## src/rtl/alu_rs_if.sv

```systemverilog
// alu_rs_if: dispatch, result-broadcast and issue signals of the ALU reservation station.
// slave is the reservation station's view; master is the surrounding core's view.
`ifndef XLEN
`define XLEN 32
`endif
`ifndef ALU_OP_WIDTH
`define ALU_OP_WIDTH 4
`endif
`ifndef ROB_SIZE_WIDTH
`define ROB_SIZE_WIDTH 4
`endif

interface alu_rs_if;
    // dispatch
    logic                       dp_valid;
    logic [`ALU_OP_WIDTH-1:0]   dp_op;
    logic                       dp_has_q1;
    logic [`ROB_SIZE_WIDTH-1:0] dp_q1;
    logic [`XLEN-1:0]           dp_val1;
    logic                       dp_has_q2;
    logic [`ROB_SIZE_WIDTH-1:0] dp_q2;
    logic [`XLEN-1:0]           dp_val2;
    logic [`ROB_SIZE_WIDTH-1:0] dp_id;
    logic                       rs_full;
    // result broadcasts
    logic                       alu_ready;
    logic [`ROB_SIZE_WIDTH-1:0] alu_id;
    logic [`XLEN-1:0]           alu_res;
    logic                       lsb_ready;
    logic [`ROB_SIZE_WIDTH-1:0] lsb_id;
    logic [`XLEN-1:0]           lsb_res;
    // issue to ALU
    logic                       rs_ready;
    logic [`ALU_OP_WIDTH-1:0]   rs_op;
    logic [`XLEN-1:0]           rs_val1;
    logic [`XLEN-1:0]           rs_val2;
    logic [`ROB_SIZE_WIDTH-1:0] rs_id;

    modport master (
        output dp_valid, dp_op, dp_has_q1, dp_q1, dp_val1,
               dp_has_q2, dp_q2, dp_val2, dp_id,
               alu_ready, alu_id, alu_res, lsb_ready, lsb_id, lsb_res,
        input  rs_full, rs_ready, rs_op, rs_val1, rs_val2, rs_id
    );

    modport slave (
        input  dp_valid, dp_op, dp_has_q1, dp_q1, dp_val1,
               dp_has_q2, dp_q2, dp_val2, dp_id,
               alu_ready, alu_id, alu_res, lsb_ready, lsb_id, lsb_res,
        output rs_full, rs_ready, rs_op, rs_val1, rs_val2, rs_id
    );
endinterface

```

## src/rtl/alu_rs.sv

```systemverilog
// alu_rs: reservation station for the integer ALU (2**RS_SIZE_WIDTH entries).
// Holds dispatched ops until both operands are known, snoops ALU/LSB result
// broadcasts and issues the lowest-index ready entry each cycle.
// Optional macro ALU_RS_BYPASS_EN: a fully ready dispatch issues on its own
// dispatch edge when no buffered entry is issuable.
`ifndef XLEN
`define XLEN 32
`endif
`ifndef ALU_OP_WIDTH
`define ALU_OP_WIDTH 4
`endif
`ifndef ROB_SIZE_WIDTH
`define ROB_SIZE_WIDTH 4
`endif

module alu_rs #(
    parameter int unsigned RS_SIZE_WIDTH = 3
) (
    input  logic    clk,
    input  logic    rst,
    input  logic    rdy,
    input  logic    flush,
    alu_rs_if.slave bus
);
    localparam int unsigned RS_SIZE = 1 << RS_SIZE_WIDTH;
    localparam int unsigned OPW     = `ALU_OP_WIDTH;
    localparam int unsigned TW      = `ROB_SIZE_WIDTH;
    localparam int unsigned XW      = `XLEN;

    typedef logic [RS_SIZE_WIDTH-1:0] idx_t;

    // entry storage
    logic [RS_SIZE-1:0] busy_q, busy_d;
    logic [RS_SIZE-1:0] has1_q, has1_d;
    logic [RS_SIZE-1:0] has2_q, has2_d;
    logic [OPW-1:0]     op_q   [RS_SIZE];
    logic [OPW-1:0]     op_d   [RS_SIZE];
    logic [TW-1:0]      q1_q   [RS_SIZE];
    logic [TW-1:0]      q1_d   [RS_SIZE];
    logic [TW-1:0]      q2_q   [RS_SIZE];
    logic [TW-1:0]      q2_d   [RS_SIZE];
    logic [TW-1:0]      id_q   [RS_SIZE];
    logic [TW-1:0]      id_d   [RS_SIZE];
    logic [XW-1:0]      val1_q [RS_SIZE];
    logic [XW-1:0]      val1_d [RS_SIZE];
    logic [XW-1:0]      val2_q [RS_SIZE];
    logic [XW-1:0]      val2_d [RS_SIZE];

    // issue registers
    logic               rs_ready_q, rs_ready_d;
    logic [OPW-1:0]     rs_op_q,    rs_op_d;
    logic [XW-1:0]      rs_val1_q,  rs_val1_d;
    logic [XW-1:0]      rs_val2_q,  rs_val2_d;
    logic [TW-1:0]      rs_id_q,    rs_id_d;

    logic               issue_found;
    idx_t               issue_idx;
    logic               free_found;
    idx_t               free_idx;
    logic               full;
    logic               dp_has1, dp_has2;
    logic [XW-1:0]      dp_v1, dp_v2;

    assign full         = &busy_q;
    assign bus.rs_full  = full;
    assign bus.rs_ready = rs_ready_q;
    assign bus.rs_op    = rs_op_q;
    assign bus.rs_val1  = rs_val1_q;
    assign bus.rs_val2  = rs_val2_q;
    assign bus.rs_id    = rs_id_q;

    // Lowest-index issuable and lowest-index free entry, both from pre-edge state.
    always_comb begin
        issue_found = 1'b0;
        issue_idx   = '0;
        free_found  = 1'b0;
        free_idx    = '0;
        for (int unsigned i = 0; i < RS_SIZE; i++) begin
            if (!issue_found && busy_q[i] && !has1_q[i] && !has2_q[i]) begin
                issue_found = 1'b1;
                issue_idx   = idx_t'(i);
            end
            if (!free_found && !busy_q[i]) begin
                free_found = 1'b1;
                free_idx   = idx_t'(i);
            end
        end
    end

    // Resolve dispatched operands against this cycle's broadcasts (ALU wins a tie).
    always_comb begin
        dp_has1 = bus.dp_has_q1;
        dp_v1   = bus.dp_val1;
        dp_has2 = bus.dp_has_q2;
        dp_v2   = bus.dp_val2;
        if (bus.dp_has_q1) begin
            if (bus.alu_ready && bus.alu_id == bus.dp_q1) begin
                dp_has1 = 1'b0;
                dp_v1   = bus.alu_res;
            end else if (bus.lsb_ready && bus.lsb_id == bus.dp_q1) begin
                dp_has1 = 1'b0;
                dp_v1   = bus.lsb_res;
            end
        end
        if (bus.dp_has_q2) begin
            if (bus.alu_ready && bus.alu_id == bus.dp_q2) begin
                dp_has2 = 1'b0;
                dp_v2   = bus.alu_res;
            end else if (bus.lsb_ready && bus.lsb_id == bus.dp_q2) begin
                dp_has2 = 1'b0;
                dp_v2   = bus.lsb_res;
            end
        end
    end

    // Next state: wake-up, issue, dispatch, then flush overriding all of it.
    always_comb begin
        busy_d    = busy_q;
        has1_d    = has1_q;
        has2_d    = has2_q;
        op_d      = op_q;
        q1_d      = q1_q;
        q2_d      = q2_q;
        id_d      = id_q;
        val1_d    = val1_q;
        val2_d    = val2_q;
        rs_ready_d = 1'b0;
        rs_op_d    = rs_op_q;
        rs_val1_d  = rs_val1_q;
        rs_val2_d  = rs_val2_q;
        rs_id_d    = rs_id_q;

        for (int unsigned i = 0; i < RS_SIZE; i++) begin
            if (busy_q[i] && has1_q[i]) begin
                if (bus.alu_ready && bus.alu_id == q1_q[i]) begin
                    has1_d[i] = 1'b0;
                    val1_d[i] = bus.alu_res;
                end else if (bus.lsb_ready && bus.lsb_id == q1_q[i]) begin
                    has1_d[i] = 1'b0;
                    val1_d[i] = bus.lsb_res;
                end
            end
            if (busy_q[i] && has2_q[i]) begin
                if (bus.alu_ready && bus.alu_id == q2_q[i]) begin
                    has2_d[i] = 1'b0;
                    val2_d[i] = bus.alu_res;
                end else if (bus.lsb_ready && bus.lsb_id == q2_q[i]) begin
                    has2_d[i] = 1'b0;
                    val2_d[i] = bus.lsb_res;
                end
            end
        end

        if (issue_found) begin
            busy_d[issue_idx] = 1'b0;
            rs_ready_d        = 1'b1;
            rs_op_d           = op_q[issue_idx];
            rs_val1_d         = val1_q[issue_idx];
            rs_val2_d         = val2_q[issue_idx];
            rs_id_d           = id_q[issue_idx];
        end

        // free_idx comes from pre-edge busy, so a slot vacated by this edge's
        // issue is never picked here.
        if (bus.dp_valid && !full) begin
`ifdef ALU_RS_BYPASS_EN
            if (!issue_found && !dp_has1 && !dp_has2) begin
                rs_ready_d = 1'b1;
                rs_op_d    = bus.dp_op;
                rs_val1_d  = dp_v1;
                rs_val2_d  = dp_v2;
                rs_id_d    = bus.dp_id;
            end else
`endif
            begin
                busy_d[free_idx] = 1'b1;
                op_d[free_idx]   = bus.dp_op;
                has1_d[free_idx] = dp_has1;
                q1_d[free_idx]   = bus.dp_q1;
                val1_d[free_idx] = dp_v1;
                has2_d[free_idx] = dp_has2;
                q2_d[free_idx]   = bus.dp_q2;
                val2_d[free_idx] = dp_v2;
                id_d[free_idx]   = bus.dp_id;
            end
        end

        if (flush) begin
            busy_d     = '0;
            rs_ready_d = 1'b0;
        end
    end

    // State update; rdy low freezes everything.
    always_ff @(posedge clk or negedge rst) begin
        if (!rst) begin
            busy_q     <= '0;
            has1_q     <= '0;
            has2_q     <= '0;
            op_q       <= '{default: '0};
            q1_q       <= '{default: '0};
            q2_q       <= '{default: '0};
            id_q       <= '{default: '0};
            val1_q     <= '{default: '0};
            val2_q     <= '{default: '0};
            rs_ready_q <= 1'b0;
            rs_op_q    <= '0;
            rs_val1_q  <= '0;
            rs_val2_q  <= '0;
            rs_id_q    <= '0;
        end else if (rdy) begin
            busy_q     <= busy_d;
            has1_q     <= has1_d;
            has2_q     <= has2_d;
            op_q       <= op_d;
            q1_q       <= q1_d;
            q2_q       <= q2_d;
            id_q       <= id_d;
            val1_q     <= val1_d;
            val2_q     <= val2_d;
            rs_ready_q <= rs_ready_d;
            rs_op_q    <= rs_op_d;
            rs_val1_q  <= rs_val1_d;
            rs_val2_q  <= rs_val2_d;
            rs_id_q    <= rs_id_d;
        end
    end
endmodule

```

## src/flat_wrapper.sv

```systemverilog
// flat-port wrapper written by rule: the top's interface ports become plain ports
module alu_rs_flat 
#(
    parameter int unsigned RS_SIZE_WIDTH = 3
)
  (clk, rst, rdy, flush, bus_dp_valid, bus_dp_op, bus_dp_has_q1, bus_dp_q1, bus_dp_val1, bus_dp_has_q2, bus_dp_q2, bus_dp_val2, bus_dp_id, bus_alu_ready, bus_alu_id, bus_alu_res, bus_lsb_ready, bus_lsb_id, bus_lsb_res, bus_rs_full, bus_rs_ready, bus_rs_op, bus_rs_val1, bus_rs_val2, bus_rs_id);
  alu_rs_if bus_i ();
  input  logic clk;
  input  logic rst;
  input  logic rdy;
  input  logic flush;
  input wire logic [$bits(bus_i.dp_valid)-1:0] bus_dp_valid;
  input wire logic [$bits(bus_i.dp_op)-1:0] bus_dp_op;
  input wire logic [$bits(bus_i.dp_has_q1)-1:0] bus_dp_has_q1;
  input wire logic [$bits(bus_i.dp_q1)-1:0] bus_dp_q1;
  input wire logic [$bits(bus_i.dp_val1)-1:0] bus_dp_val1;
  input wire logic [$bits(bus_i.dp_has_q2)-1:0] bus_dp_has_q2;
  input wire logic [$bits(bus_i.dp_q2)-1:0] bus_dp_q2;
  input wire logic [$bits(bus_i.dp_val2)-1:0] bus_dp_val2;
  input wire logic [$bits(bus_i.dp_id)-1:0] bus_dp_id;
  input wire logic [$bits(bus_i.alu_ready)-1:0] bus_alu_ready;
  input wire logic [$bits(bus_i.alu_id)-1:0] bus_alu_id;
  input wire logic [$bits(bus_i.alu_res)-1:0] bus_alu_res;
  input wire logic [$bits(bus_i.lsb_ready)-1:0] bus_lsb_ready;
  input wire logic [$bits(bus_i.lsb_id)-1:0] bus_lsb_id;
  input wire logic [$bits(bus_i.lsb_res)-1:0] bus_lsb_res;
  output wire logic [$bits(bus_i.rs_full)-1:0] bus_rs_full;
  output wire logic [$bits(bus_i.rs_ready)-1:0] bus_rs_ready;
  output wire logic [$bits(bus_i.rs_op)-1:0] bus_rs_op;
  output wire logic [$bits(bus_i.rs_val1)-1:0] bus_rs_val1;
  output wire logic [$bits(bus_i.rs_val2)-1:0] bus_rs_val2;
  output wire logic [$bits(bus_i.rs_id)-1:0] bus_rs_id;
  assign bus_i.dp_valid = bus_dp_valid;
  assign bus_i.dp_op = bus_dp_op;
  assign bus_i.dp_has_q1 = bus_dp_has_q1;
  assign bus_i.dp_q1 = bus_dp_q1;
  assign bus_i.dp_val1 = bus_dp_val1;
  assign bus_i.dp_has_q2 = bus_dp_has_q2;
  assign bus_i.dp_q2 = bus_dp_q2;
  assign bus_i.dp_val2 = bus_dp_val2;
  assign bus_i.dp_id = bus_dp_id;
  assign bus_i.alu_ready = bus_alu_ready;
  assign bus_i.alu_id = bus_alu_id;
  assign bus_i.alu_res = bus_alu_res;
  assign bus_i.lsb_ready = bus_lsb_ready;
  assign bus_i.lsb_id = bus_lsb_id;
  assign bus_i.lsb_res = bus_lsb_res;
  assign bus_rs_full = bus_i.rs_full;
  assign bus_rs_ready = bus_i.rs_ready;
  assign bus_rs_op = bus_i.rs_op;
  assign bus_rs_val1 = bus_i.rs_val1;
  assign bus_rs_val2 = bus_i.rs_val2;
  assign bus_rs_id = bus_i.rs_id;
  alu_rs #(.RS_SIZE_WIDTH(RS_SIZE_WIDTH)) u_core (.clk(clk), .rst(rst), .rdy(rdy), .flush(flush), .bus(bus_i));
endmodule
```

## config.mk

```make
export PLATFORM = sky130hd
export DESIGN_NAME = alu_rs_flat
export DESIGN_NICKNAME = d
export VERILOG_FILES = /design/src/rtl/alu_rs_if.sv /design/src/rtl/alu_rs.sv /design/src/flat_wrapper.sv
export SDC_FILE = /design/constraint.sdc
export NUM_CORES = 2
export LEC_CHECK = 0
export CAP_MARGIN = 20
export CORE_MARGIN = 4
export CORE_UTILIZATION = 33
export DETAILED_ROUTE_END_ITERATION = 8
export GPL_TIMING_DRIVEN = 0
export PLACE_DENSITY_LB_ADDON = 0.15
export SLEW_MARGIN = 20
export SYNTH_ARGS = -nofsm -noshare
export SYNTH_HDL_FRONTEND = slang
export SYNTH_SLANG_ARGS = --single-unit
```

## constraint.sdc

```tcl
create_clock -name clk -period 2.5 [get_ports clk]
set_input_delay 0.5 -clock clk [delete_from_list [all_inputs] [get_ports clk]]
set_output_delay 0.5 -clock clk [all_outputs]
set_load 0.005 [all_outputs]
```

Word level (Yosys, flattened, before mapping). Index checks and enable logic that the tools add are counted.

Register bits after elaboration: 737. Input port bits: 161. Output and inout bits: 74. Logic and storage cells: 404.

Magnitude comparators: 7. Equality and inequality tests: 36. Muxes and demuxes: 174. Bitwise logic cells: 5. Reductions and logical operators: 126.

Operators with widths (number): $mux 32 (59); $bwmux 256 (2); $mux 256 (2); $bmux 32 s3 (2); $eq 4x4->1 (36); $bwmux 32 (4); $demux 32 s3 (1); $logic_and 1x1->1 (86); $mux 1 (75); $mux 8 (5); $logic_not 1->1 (37); $bmux 4 s3 (2); $mux 3 (8); $mux 4 (5); $bwmux 8 (2); $demux 4 s3 (1); $and 8x8->8 (1); $ge 4x4->1 const B (2); $lt 3x4->1 const B (2); $mux 2 (4); $not 3->4 (2); $not 8->8 (1); $or 8x8->8 (1); $reduce_and 8->1 (1); 4 further kinds (7).

Longest topological paths before layout.
Depth in word-level cells: 49. Mapped depth: 11. Depth with buffers taken out: 6.

Worst setup path before layout. OpenSTA, ideal clock, no wires.

Path kind: input port to flip-flop. Start: input bus_dp_q1[2]. End: register u_core.val1_q[127] (netlist name). Library setup time: 169 ps. Arrival: 2394 ps. Required time: 2331 ps. Slack: -63 ps. Cell stages on the path: 8. Path buffers: 3. Cell sequence: buf_2 > xor2_1 > nor4_4 > and3b_1 > buf_2 > buf_6 > a222oi_1 > o221ai_1.

Cells in the longest elaborated chain, start to end: 7. Elaborated cells on any way between the ends: 9. Classes of those cells: 2 x eq/ne; 5 x mux; 2 x reduce/logical.

RTL lines: start, declared (line flat_wrapper.sv:15) `input wire logic [$bits(bus_i.dp_q1)-1:0] bus_dp_q1;`; $eq 4x4->1 (line alu_rs.sv:100) `end else if (bus.lsb_ready && bus.lsb_id == bus.dp_q1) begin`; $logic_and 1x1->1 (line alu_rs.sv:100); $mux 32 (line alu_rs.sv:100); $mux 32 (*) (line alu_rs.sv:97) `if (bus.alu_ready && bus.alu_id == bus.dp_q1) begin`; $mux 32 (*) (line alu_rs.sv:96) `if (bus.dp_has_q1) begin`; $bwmux 256 (*) (line alu_rs.sv:180) `val1_d[free_idx] = dp_v1;`; $mux 256 (*) (line alu_rs.sv:165) `if (bus.dp_valid && !full) begin`; end signal, assigned (line alu_rs.sv:219) `val1_q <= val1_d;`; end, declared (line alu_rs.sv:44) `logic [XW-1:0] val1_q [RS_SIZE];`.

Every way passes the cells marked *; elsewhere a longest branch is shown, timed or not. A chain may end at the register's enable or synchronous reset.

Worst setup path in the final report.
Start: register u_core.has1_q[6]. End: register u_core.rs_val2_q[2], in the netlist u_core.bus.rs_val2[2].

Cells in the longest elaborated chain, start to end: 13. Elaborated cells on any way between the ends: 16. Classes of those cells: 7 x mux; 1 x bitwise; 8 x reduce/logical.

RTL lines: start, declared (line alu_rs.sv:34) `logic [RS_SIZE-1:0] has1_q, has1_d;`; start signal, assigned (line alu_rs.sv:213) `has1_q <= has1_d;`; $logic_not 1->1 (*) (line alu_rs.sv:79) `if (!issue_found && busy_q[i] && !has1_q[i] && !has2_q[i]) begin`; $logic_and 1x1->1 (*) (2 in a row) (line alu_rs.sv:79); $mux 1 (line alu_rs.sv:79); $logic_not 1->1 (line alu_rs.sv:79); $logic_and 1x1->1 (3 in a row) (line alu_rs.sv:79); $mux 3 (line alu_rs.sv:79); $not 3->4 (not written as such) (line alu_rs.sv:159) `rs_val2_d = val2_q[issue_idx];`; $bmux 32 s3 (line alu_rs.sv:159); $mux 32 (not written as such) (2 in a row) (line alu_rs.sv:159); end signal, assigned (line alu_rs.sv:224) `rs_val2_q <= rs_val2_d;`; end, declared (line alu_rs.sv:53) `logic [XW-1:0] rs_val2_q, rs_val2_d;`.

Every way passes the cells marked *; elsewhere a longest branch is shown, timed or not. The select of a mux whose other input is x is not followed.

==> metrics.txt <==
# TYPE chip_impl_metric gauge
chip_impl_info{name="worst_setup_path_startpoint",value="u_core.has1_q[6]$_DFFE_PN0P_"} 1
chip_impl_metric{name="detail_route.vias_per_cell",unit=""} 7.06
chip_impl_metric{name="hpwlAfterDp",unit="um"} 210000
chip_impl_metric{name="powerDensity",unit="nW/um2"} 733
chip_impl_metric{name="distinct_cells_synth",unit=""} 75
chip_impl_metric{name="clock_network_latency_to_the_later_pin_of_the_worst_skew_pair",unit="ns"} 0.78
chip_impl_metric{name="count_of_mapped_cells_out_of_synthesis",unit=""} 4770
chip_impl_metric{name="grt_pass1_vias",unit=""} 47556
chip_impl_metric{name="wl_per_cell",unit="um"} 42.5
chip_impl_metric{name="final_nets",unit=""} 5424
chip_impl_metric{name="clkSinkCount",unit=""} 737
chip_impl_metric{name="fin_worst_hold_slack",unit="ns"} 0.0194
chip_impl_metric{name="fmaxAchievable",unit="MHz"} 360
chip_impl_metric{name="synth_seq_area_share",unit="%"} 42.5
chip_impl_metric{name="drt.antenna.violating_nets",unit=""} 0
chip_impl_metric{name="worst_pin_slew",unit="ns"} 1.33
chip_impl_metric{name="dr.first_iter.drc_count",unit=""} 8889
chip_impl_info{name="failed_checks",value="setup timing"} 1
chip_impl_metric{name="track_usage",unit="%"} 41.8
chip_impl_metric{name="first_pass_grt_wire_length",unit="um"} 398000
chip_impl_metric{name="cts_max_level",unit=""} 3
chip_impl_metric{name="synthesis.nets",unit=""} 4931
chip_impl_metric{name="cts_made_buffers",unit=""} 95
chip_impl_metric{name="fin_cells",unit=""} 7099
chip_impl_metric{name="ys.warnings.count",unit=""} 0
chip_impl_info{name="cts_tree",value="built"} 1
chip_impl_info{name="path_class",value="register to register"} 1
chip_impl_metric{name="synth_edf_count",unit=""} 0
chip_impl_metric{name="pin_count_of_the_biggest_net_entering_global_routing",unit=""} 121
chip_impl_info{name="rsz0062_at_grt",value="true"} 1
chip_impl_metric{name="synth.avg_cell_area",unit="um2"} 9.11
chip_impl_info{name="rr_startpoint",value="u_core.has1_q[6]$_DFFE_PN0P_"} 1
chip_impl_metric{name="clk_path_buf_depth",unit=""} 3
chip_impl_metric{name="fp.dieW",unit="um"} 371
chip_impl_metric{name="maxCapViolations",unit=""} 0
chip_impl_metric{name="core_area",unit="um2"} 130000
chip_impl_metric{name="reg2reg_depth",unit=""} 9
chip_impl_metric{name="gp_congestion",unit=""} 1.03
chip_impl_metric{name="drtPass1Iterations",unit=""} 9
chip_impl_metric{name="post_route_cells_drive_above_1_share",unit="%"} 24.9
chip_impl_metric{name="placed_cell_count",unit=""} 6723
chip_impl_info{name="crit_path_end",value="u_core.bus.rs_val2[2]$_DFFE_PN0P_"} 1
chip_impl_metric{name="layout_min_cycle_time",unit="ns"} 2.78
chip_impl_info{name="worst_hold_path_type",value="primary input to register"} 1
chip_impl_metric{name="buffer_ports.inserted",unit=""} 155
chip_impl_info{name="critPathCaptureType",value="register"} 1
chip_impl_metric{name="total_wirelength_of_the_detailed_routed_design",unit="um"} 302000
chip_impl_metric{name="die_y",unit="um"} 371
chip_impl_metric{name="floorplan.die_area",unit="um2"} 137000
chip_impl_info{name="status",value="complete, but fails checks"} 1
chip_impl_metric{name="async_flop_share",unit="%"} 100
chip_impl_metric{name="drt_drc_violations_left",unit=""} 0
chip_impl_metric{name="setup_viol_count_final",unit=""} 106
chip_impl_metric{name="area_growth",unit="%"} 35.3
chip_impl_metric{name="fin_skew",unit="ns"} 0.0628
chip_impl_metric{name="setup_slack",unit="ns"} -0.278
chip_impl_metric{name="worstPathRequired",unit="ns"} 3.13
chip_impl_metric{name="cp_max_fo",unit=""} 5
chip_impl_metric{name="timing.final.max_slew_violations",unit=""} 0
chip_impl_metric{name="ys_ff_latch",unit=""} 737
chip_impl_info{name="ctsRootBufferMaster",value="clkbuf_16"} 1
chip_impl_metric{name="route.vias.total",unit=""} 50142
chip_impl_metric{name="vdd_drop_max",unit="V"} 0.000587
chip_impl_metric{name="floorplan.rows",unit=""} 132
chip_impl_metric{name="mappedNetlistArea",unit="um2"} 43400
chip_impl_info{name="critical_path.reg2reg.endpoint",value="u_core.bus.rs_val2[2]$_DFFE_PN0P_"} 1
chip_impl_metric{name="timing.setup.tns",unit="ns"} -12.87
chip_impl_info{name="startpoint_type",value="register"} 1
chip_impl_metric{name="antenna_found_initial",unit=""} 16
chip_impl_metric{name="timing_hold_violations_final",unit=""} 0
chip_impl_metric{name="ioPinCount",unit=""} 235
chip_impl_metric{name="timing.final.crit_share",unit="%"} 111
chip_impl_metric{name="grt.overflow.total",unit=""} 0
chip_impl_metric{name="clk_pin_slew",unit="ns"} 0.07
chip_impl_metric{name="critPathArrivalTime",unit="ns"} 3.41
chip_impl_metric{name="regToRegSetupSlack",unit="ns"} -0.28
chip_impl_info{name="synth_ff_type",value="dfrtp_1"} 1
chip_impl_metric{name="initial_core_util",unit="%"} 33.4
chip_impl_metric{name="slew_headroom",unit="%"} 11.3
chip_impl_metric{name="p_leak",unit="uW"} 0.0231
-- worst min path at each step --
| stage | startpoint | endpoint | cells past startpoint |
|---|---|---|---|
| global placement | u_core.op_q[1]$_DFFE_PN0P_ | u_core.op_q[1]$_DFFE_PN0P_ | 2 |
| detailed placement | u_core.id_q[0]$_DFFE_PN0P_ | u_core.id_q[0]$_DFFE_PN0P_ | 2 |
| finish | bus_dp_q1[2] | u_core.q1_q[6]$_DFFE_PN0P_ | 3 |
| global route | bus_dp_q1[2] | u_core.q1_q[10]$_DFFE_PN0P_ | 3 |
| floorplan | rst | u_core.bus.rs_id[0]$_DFFE_PN0P_ | 0 |
| CTS | bus_dp_q1[2] | u_core.q1_q[10]$_DFFE_PN0P_ | 3 |
-- worst max-delay path: stages (launching register included) --
cell and delay, ns:
dfrtp_2 0.44, or3b_4 0.44, and2_4 0.21, nor4_4 0.28, buf_6 0.23, clkbuf_16 0.24, buf_12 0.18, o2bb2ai_4 0.16
o22ai_2 0.10, a211oi_2 0.36
-- power by group --
part | internal [uW] | switching [uW] | total (uW)
clock | 9020 | 6200 | 15200
sequential | 14100 | 2410 | 16500
combinational | 4880 | 6440 | 11300
-- layout by cell type (no fill, tap or decap), drive strengths merged, types with 27 or more instances in the layout --
| master | count |
|---|---|
| a31o | 32 |
| nand2 | 584 |
| a31oi | 59 |
| mux2i | 228 |
| o22ai | 53 |
| a21boi | 58 |
| nand3 | 235 |
| clkbuf | 563 |
| a222oi | 32 |
| nor2 | 90 |
| clkinv | 32 |
| xor2 | 96 |
| o32ai | 51 |
| dfrtp | 737 |
| a22oi | 114 |
| xnor2 | 45 |
| a221oi | 331 |
| o21ai | 275 |
| nor3 | 434 |
| o2bb2ai | 106 |
| a211oi | 85 |
| clkdlybuf4s50 | 151 |
| mux2 | 32 |
| inv | 27 |
| o221ai | 204 |
| buf | 433 |
-- per-stage QoR --
step / worst slack (ns) / area (um2) / util [%] / power [uW]
after global placement: -36.22 / 47200 / 36.3 / 25000
after global routing: -0.218 / 58700 / 45.1 / 44000
final: -0.278 / 58800 / 45.2 / 43100
after floorplan: -0.0187 / 43500 / - / 20100
after detailed placement: -2.66 / 48000 / 36.8 / 25200
after CTS: -0.132 / 55600 / 42.8 / 41200
-- cells in the mapped netlist (6+ instances only) --
| cell | number | area [um2] |
|---|---|---|
| dfrtp_1 | 737 | 18400 |
| nand2_1 | 582 | 2180 |
| clkbuf_1 | 453 | 1700 |
| nor3_1 | 433 | 2170 |
| a221oi_1 | 331 | 2900 |
| o21ai_0 | 264 | 1320 |
| nand3_1 | 235 | 1180 |
| mux2i_1 | 228 | 2280 |
| o221ai_1 | 204 | 1790 |
| buf_2 | 112 | 561 |
| o2bb2ai_1 | 106 | 928 |
| xor2_1 | 96 | 841 |
| a22oi_1 | 91 | 683 |
| nor2_1 | 90 | 338 |
| a211oi_1 | 83 | 623 |
| a31oi_1 | 59 | 369 |
| a21boi_0 | 56 | 420 |
| o22ai_1 | 53 | 332 |
| o32ai_1 | 51 | 447 |
| xnor2_1 | 45 | 394 |
| buf_1 | 36 | 135 |
| a222oi_1 | 32 | 320 |
| a31o_2 | 32 | 280 |
| mux2_2 | 28 | 315 |
| a21oi_1 | 26 | 130 |
| inv_1 | 25 | 93.8 |
| a22oi_2 | 23 | 288 |
| clkinv_1 | 22 | 82.6 |
| and2_1 | 19 | 119 |
| o31ai_1 | 18 | 135 |
| a22o_1 | 15 | 131 |
| a21o_1 | 14 | 105 |
| and3_1 | 14 | 87.6 |
| nand3b_1 | 13 | 97.6 |
| nor3b_1 | 13 | 97.6 |
| nor4_1 | 13 | 81.3 |
| o211ai_1 | 13 | 97.6 |
| o21ai_1 | 11 | 55.1 |
| o311a_1 | 9 | 90.1 |
| o21a_1 | 7 | 52.6 |
| or3b_1 | 7 | 61.3 |
| buf_6 | 6 | 67.6 |
-- kinds of logic after synthesis --
group / share of synthesized area, %
AOI/OAI and AO/OA: 27.0
and+or+nand+nor: 15.4
muxes: 6.08
xor gates and xnor gates: 2.84
DFF: 42.5
buffers and inverters: 6.16
-- repair_timing --
action | in CTS | in global routing
pin swaps | 95 | 112
buffers inserted | 131 | 56
hold endpoints to repair | 87 | 0
hold buffers | 1 | 0
resized for setup | 777 | 529
gates cloned | 11 | 15
endpoints found under the setup margin | 732 | 719
-- metal layers --
metal	part of all wire, %	wire length (um)	GRT usage [%]	vias up
li1	-	-	-	19328
met3	14	43500	18.7	1153
met1	37	111000	51.8	25281
met5	0.088	265	1.18	-
met4	8.8	26400	29.4	6
met2	40	120000	57.2	4374
-- state kept, by name (all words and copies together) (netlist names), 32 cells and up --
name / count
u_core.q2_q: 32
u_core.val2_q: 256
u_core.q1_q: 32
u_core.bus.rs_val1: 32
u_core.bus.rs_val2: 32
u_core.op_q: 32
u_core.id_q: 32
u_core.val1_q: 256
-- layout make-up --
cell class / instances / area, um2
fillers: 12634 / 71400
multi-input cells: 3374 / 25700
flip-flops and latches: 737 / 18500
repair buffers: 418 / 4770
plain buffers: 589 / 4050
clock buffers: 147 / 2960
well taps: 1742 / 2180
clock inverters: 27 / 383
inverters: 48 / 195
diodes: 17 / 42.5
No activity file was read; power rests on OpenSTA's default activity.
